$ cat config.mk
export PLATFORM = sky130hd
export DESIGN_NAME = pc_branch_ctrl_flat
export DESIGN_NICKNAME = d
export VERILOG_FILES = /design/src/rtl/pc_branch_ctrl_if.sv /design/src/rtl/pc_branch_ctrl.sv /design/src/flat_wrapper.sv
export SDC_FILE = /design/constraint.sdc
export NUM_CORES = 1
export LEC_CHECK = 0
export CAP_MARGIN = 25
export CORE_MARGIN = 5
export CORE_UTILIZATION = 56
export CTS_BUF_LIST = sky130_fd_sc_hd__clkbuf_8
export CTS_CLUSTER_SIZE = 28
export DETAILED_ROUTE_END_ITERATION = 10
export PLACE_DENSITY = 0.95
export REMOVE_ABC_BUFFERS = 1
export SYNTH_ARGS = -nofsm -noshare
export SYNTH_HDL_FRONTEND = slang
export SYNTH_SLANG_ARGS = --single-unit
export TNS_END_PERCENT = 50
$ cat constraint.sdc
create_clock -name CLK -period 6.74 [get_ports CLK]
set_clock_uncertainty 0.1 [all_clocks]
set_input_delay 1.011 -clock CLK [delete_from_list [all_inputs] [get_ports CLK]]
set_output_delay 1.011 -clock CLK [all_outputs]
set_load 0.005 [all_outputs]
$ cat src/rtl/pc_branch_ctrl_if.sv
// rtl/pc_branch_ctrl_if.sv - run-control and branch bus for pc_branch_ctrl
// BACK_CT is present only when BACK_BRANCH_CT_EN is defined.
interface pc_branch_ctrl_if #(
  parameter int PC_W = 10,
  parameter int CT_W = 16
);
  logic            START;
  logic            HALT_REQ;
  logic            BRANCH;
  logic [3:0]      bOFFSET;
  logic            bSIGN;
  logic [PC_W-1:0] PC;
  logic            RUNNING;
  logic            DONE;
  logic [CT_W-1:0] CYCLE_CT;
`ifdef BACK_BRANCH_CT_EN
  logic [CT_W-1:0] BACK_CT;

  modport master (
    output START, HALT_REQ, BRANCH, bOFFSET, bSIGN,
    input  PC, RUNNING, DONE, CYCLE_CT, BACK_CT
  );
  modport slave (
    input  START, HALT_REQ, BRANCH, bOFFSET, bSIGN,
    output PC, RUNNING, DONE, CYCLE_CT, BACK_CT
  );
`else
  modport master (
    output START, HALT_REQ, BRANCH, bOFFSET, bSIGN,
    input  PC, RUNNING, DONE, CYCLE_CT
  );
  modport slave (
    input  START, HALT_REQ, BRANCH, bOFFSET, bSIGN,
    output PC, RUNNING, DONE, CYCLE_CT
  );
`endif
endinterface

$ cat src/rtl/pc_branch_ctrl.sv
// rtl/pc_branch_ctrl.sv - program counter, branch and start/halt run control
// Optional backward-branch counter enabled by BACK_BRANCH_CT_EN.
module pc_branch_ctrl #(
  parameter int PC_W = 10,
  parameter int CT_W = 16
) (
  input  logic               CLK,
  input  logic               RESET,
  pc_branch_ctrl_if.slave    bus
);
  typedef enum logic [1:0] {
    IDLE   = 2'b00,
    RUN    = 2'b01,
    HALTED = 2'b10,
    BAD    = 2'b11
  } state_t;

  state_t          state, state_n;
  logic            start_q;
  logic [PC_W-1:0] pc, pc_n;
  logic [CT_W-1:0] ct, ct_n, ct_inc;
  logic [PC_W-1:0] off_ext;

  assign off_ext = {{(PC_W-4){1'b0}}, bus.bOFFSET};
  assign ct_inc  = (&ct) ? ct : ct + CT_W'(1);

`ifdef BACK_BRANCH_CT_EN
  logic [CT_W-1:0] bct, bct_n, bct_inc;
  assign bct_inc = (&bct) ? bct : bct + CT_W'(1);
`endif

  always_ff @(posedge CLK) begin
    if (RESET) begin
      state   <= IDLE;
      start_q <= 1'b0;
      pc      <= '0;
      ct      <= '0;
`ifdef BACK_BRANCH_CT_EN
      bct     <= '0;
`endif
    end else begin
      state   <= state_n;
      start_q <= bus.START;
      pc      <= pc_n;
      ct      <= ct_n;
`ifdef BACK_BRANCH_CT_EN
      bct     <= bct_n;
`endif
    end
  end

  always_comb begin
    state_n = state;
    pc_n    = pc;
    ct_n    = ct;
`ifdef BACK_BRANCH_CT_EN
    bct_n   = bct;
`endif
    // START=1 is a restart from any state; it clears PC and all counters.
    if (bus.START || state == BAD) begin
      state_n = IDLE;
      pc_n    = '0;
      ct_n    = '0;
`ifdef BACK_BRANCH_CT_EN
      bct_n   = '0;
`endif
    end else begin
      case (state)
        IDLE: begin
          if (start_q) begin
            state_n = RUN;
            pc_n    = '0;
          end
        end
        RUN: begin
          ct_n = ct_inc;
          if (bus.HALT_REQ) begin
            state_n = HALTED;
          end else if (bus.BRANCH) begin
            pc_n = bus.bSIGN ? pc - off_ext : pc + off_ext;
`ifdef BACK_BRANCH_CT_EN
            if (bus.bSIGN) bct_n = bct_inc;
`endif
          end else begin
            pc_n = pc + PC_W'(1);
          end
        end
        default: ;
      endcase
    end
  end

  assign bus.PC       = pc;
  assign bus.RUNNING  = (state == RUN);
  assign bus.DONE     = (state == HALTED);
  assign bus.CYCLE_CT = ct;
`ifdef BACK_BRANCH_CT_EN
  assign bus.BACK_CT  = bct;
`endif
endmodule

$ cat src/flat_wrapper.sv
// flat-port wrapper written by rule: the top's interface ports become plain ports
module pc_branch_ctrl_flat 
#(
  parameter int PC_W = 10,
  parameter int CT_W = 16
)
  (CLK, RESET, bus_START, bus_HALT_REQ, bus_BRANCH, bus_bOFFSET, bus_bSIGN, bus_PC, bus_RUNNING, bus_DONE, bus_CYCLE_CT);
  pc_branch_ctrl_if #(.PC_W(PC_W), .CT_W(CT_W)) bus_i ();
  input  logic CLK;
  input  logic RESET;
  input wire logic [$bits(bus_i.START)-1:0] bus_START;
  input wire logic [$bits(bus_i.HALT_REQ)-1:0] bus_HALT_REQ;
  input wire logic [$bits(bus_i.BRANCH)-1:0] bus_BRANCH;
  input wire logic [$bits(bus_i.bOFFSET)-1:0] bus_bOFFSET;
  input wire logic [$bits(bus_i.bSIGN)-1:0] bus_bSIGN;
  output wire logic [$bits(bus_i.PC)-1:0] bus_PC;
  output wire logic [$bits(bus_i.RUNNING)-1:0] bus_RUNNING;
  output wire logic [$bits(bus_i.DONE)-1:0] bus_DONE;
  output wire logic [$bits(bus_i.CYCLE_CT)-1:0] bus_CYCLE_CT;
  assign bus_i.START = bus_START;
  assign bus_i.HALT_REQ = bus_HALT_REQ;
  assign bus_i.BRANCH = bus_BRANCH;
  assign bus_i.bOFFSET = bus_bOFFSET;
  assign bus_i.bSIGN = bus_bSIGN;
  assign bus_PC = bus_i.PC;
  assign bus_RUNNING = bus_i.RUNNING;
  assign bus_DONE = bus_i.DONE;
  assign bus_CYCLE_CT = bus_i.CYCLE_CT;
  pc_branch_ctrl #(.PC_W(PC_W), .CT_W(CT_W)) u_core (.CLK(CLK), .RESET(RESET), .bus(bus_i));
endmodule
==> impl_metrics.env <==
export IMPL_p_per_area_mw_per_mm2=161
export IMPL_endpoint_kind="register"
export IMPL_crit_type="input port to register"
export IMPL_syn_inst=207
export IMPL_place_congestion=0.825
export IMPL_synth_most_common_cell="nor2_1"
export IMPL_setup_tns_ns=0
export IMPL_p_leak_nw=0.868
export IMPL_numCtsBuffers=5
export IMPL_slew_limit_headroom_pct=54.4
export IMPL_netlist_top_cells_area="dfxtp_1 (34%), ha_1 (8.8%), nor2_1 (7.0%), xor2_1 (6.7%), nand2_1 (3.7%)"
export IMPL_overflow=0
export IMPL_vias=1619
export IMPL_stdcell_area_sq_mm=0.00219
export IMPL_dp_hpwl_um=2860
export IMPL_max_cap_violations=0
export IMPL_worstSetupStartpointType="input port"
export IMPL_synth_top_cell_area_share_pct=33.9
export IMPL_route_detailed_drc=0
export IMPL_grt_pass1_wl_um=6670
export IMPL_die_area_sq_mm=0.00426
export IMPL_cts_setup_buffers=0
export IMPL_yosys_warnings=0
export IMPL_finalSetupViolations=0
export IMPL_worstPathMaxFanout=4
export IMPL_die_h_um=65.3
export IMPL_post_route_period_util_pct=55.4
export IMPL_synth_edf_count=0
export IMPL_rsz0062_at_grt="no"
export IMPL_cts_hold_buffers=0
export IMPL_synth_common_cells="nor2_1 (32), dfxtp_1 (29), nand2_1 (17)"
export IMPL_cts_tree="done"
export IMPL_io_buffers=37
export IMPL_antennaDiodeCount=0
export IMPL_tightest_slew_ns=0.683
export IMPL_core_area_sq_mm=0.00300
export IMPL_track_usage_pct=20.0
export IMPL_cts_resized_gates=0
export IMPL_syn2layout_area_growth_pct=27.8
export IMPL_grt_pass1_vias=1583
export IMPL_vdd_drop_max_v=0.000112
export IMPL_die_w_um=65.3
export IMPL_clk_latency_ns=0.28
export IMPL_dp_cells=273
export IMPL_viasPerCell=5.78
export IMPL_arrival_ns=3.86
export IMPL_clkTransAtPathRegs_ns=0.06
export IMPL_layout_cells_non_filler=280
export IMPL_root_buffer="clkbuf_8"
export IMPL_grt_max_degree=24
export IMPL_antenna_left=0
export IMPL_cp_cell_sequence="clkdlybuf4s50_1 > inv_1 > ha_1 > mux2i_1 > and2_1 > ha_1 > nor2b_1 > o31ai_1 > a21oi_2 > mux2i_1 > or4_1 > nand3_1"
export IMPL_ys_flop_type="dfxtp_1"
export IMPL_async_flop_share_pct=0
export IMPL_cts_sinks=29
export IMPL_fin_crit_ns=3.74
export IMPL_nNetsFinal=270
export IMPL_ys_seq_area_share_pct=33.9
export IMPL_firstDrtPassIters=5
export IMPL_drv_slew=0
export IMPL_cts_htree_levels=2
export IMPL_synth_distinct_cells=43
export IMPL_cp_required_ns=6.87
export IMPL_critPathMaxStageDelay_ns=0.53
export IMPL_fp_row_count=20
export IMPL_routed_wl_um=3910
export IMPL_start_util_pct=57.0
export IMPL_syn_cell_area_sq_mm=0.00171
export IMPL_ios=38
export IMPL_antenna_found_initial=0
export IMPL_hold_viol=0
export IMPL_drive_gt1_share_pct=3.64
export IMPL_ys_ff_latch=29
export IMPL_clock_path_buffers=2
export IMPL_timing_fmax_ghz=0.268
export IMPL_cp_slowest_cell="clkdlybuf4s50_1"
export IMPL_netlist_top_cell_by_area="dfxtp_1"
export IMPL_outcome="finished, final reports clean"
export IMPL_placed_area_sq_mm=0.00210
export IMPL_avgSynthCellArea_sq_um=8.26
export IMPL_first_iter_violations=70
export IMPL_hp_class="register to register"
export IMPL_routedWlPerCell_um=14.0
[placed cells by master (no fill, tap or decap), types with 2 or more instances in the layout]
master,instances
nand2_1,17
a22oi_1,2
and2_1,3
a31oi_1,2
nor2b_1,5
xor2_1,13
and3_1,4
nor2_1,32
nor3_1,7
xnor2_1,5
or4_1,2
mux2i_1,5
nand4_1,4
ha_1,12
inv_1,10
nand3_1,7
clkdlybuf4s50_1,37
clkbuf_8,6
nand2b_1,2
dfxtp_1,29
a21oi_1,7
or3_1,2
a211o_1,2
a21o_1,2
o21a_1,3
o21ai_0,10
[final timing paths]
kind	startpoint	endpoint	slack [ns]	cells after the start
worst max-delay path	bus_bOFFSET[1]	u_core.bus.PC[9]	3.00	12
worst min-delay path	u_core.bus.PC[8]	u_core.bus.PC[8]	0.39	2
worst max register to register	u_core.bus.PC[0]	u_core.bus.PC[8]	4.34	10
worst min register to register	u_core.bus.PC[8]	u_core.bus.PC[8]	0.39	2
[routing by layer]
metal / GRT usage (%) / vias up / routed length, um
met2: 35.5 / 40 / 1950
li1: - / 808 / -
met4: 8.81 / 0 / 67
met5: 0 / - / 0
met1: 21.5 / 762 / 1690
met3: 6.67 / 9 / 206
[per-stage QoR]
step | util (%) | power, W | hold slack [ns] | setup WS [ns]
2_1_floorplan | - | 0.000199 | 0.366 | 3.47
3_3_place_gp | 69.9 | 0.000211 | 0.369 | 2.84
3_5_place_dp | 69.9 | 0.000213 | 0.379 | 2.72
4_1_cts | 72.8 | 0.000357 | 0.393 | 3.01
5_1_grt | 72.8 | 0.000369 | 0.420 | 2.82
6_report | 72.8 | 0.000353 | 0.391 | 3.00
[final cells by class]
| type | instances | area [sq um] |
|---|---|---|
| multi-input cells | 165 | 1070 |
| fillers | 220 | 817 |
| clock inverters | 1 | 3.75 |
| repair buffers | 37 | 370 |
| well taps | 33 | 41.3 |
| clock buffers | 6 | 82.6 |
| flip-flops and latches | 29 | 581 |
| inverters | 9 | 33.8 |
[logic make-up (layout without fill, tap and decap cells)]
kind of cell | after synthesis | in the layout | synth area share, %
multiplexers | 5 | 5 | 2.93
flip-flops | 29 | 29 | 33.9
adder cells (fa/ha/maj) | 13 | 13 | 9.95
AO/OA/AOI/OAI | 38 | 38 | 14.6
XOR/XNOR | 18 | 18 | 9.22
AND/OR/NAND/NOR | 91 | 91 | 26.1
buffers and inverters | 13 | 53 | 3.29
[where the power goes]
group,switching (W),internal (W),total [W]
clock network,0.0000639,0.0000793,0.000143
logic,0.0000192,0.0000169,0.0000362
registers,0.00000101,0.000172,0.000173
[flip-flops by register name (all words and copies together) (netlist names)]
name / count
u_core.bus.CYCLE_CT: 16
u_core.bus.PC: 10
u_core.state: 2
u_core.start_q: 1
[worst max-delay path: cells and delay by family]
family,cells,cell delay (ns)
adders and majority gates,2,0.51
buffers and inverters,2,0.60
muxes,2,0.28
and+or+nand+nor,4,0.92
AOI/OAI and AO/OA,2,0.55
(Power assumes the default switching activity.)
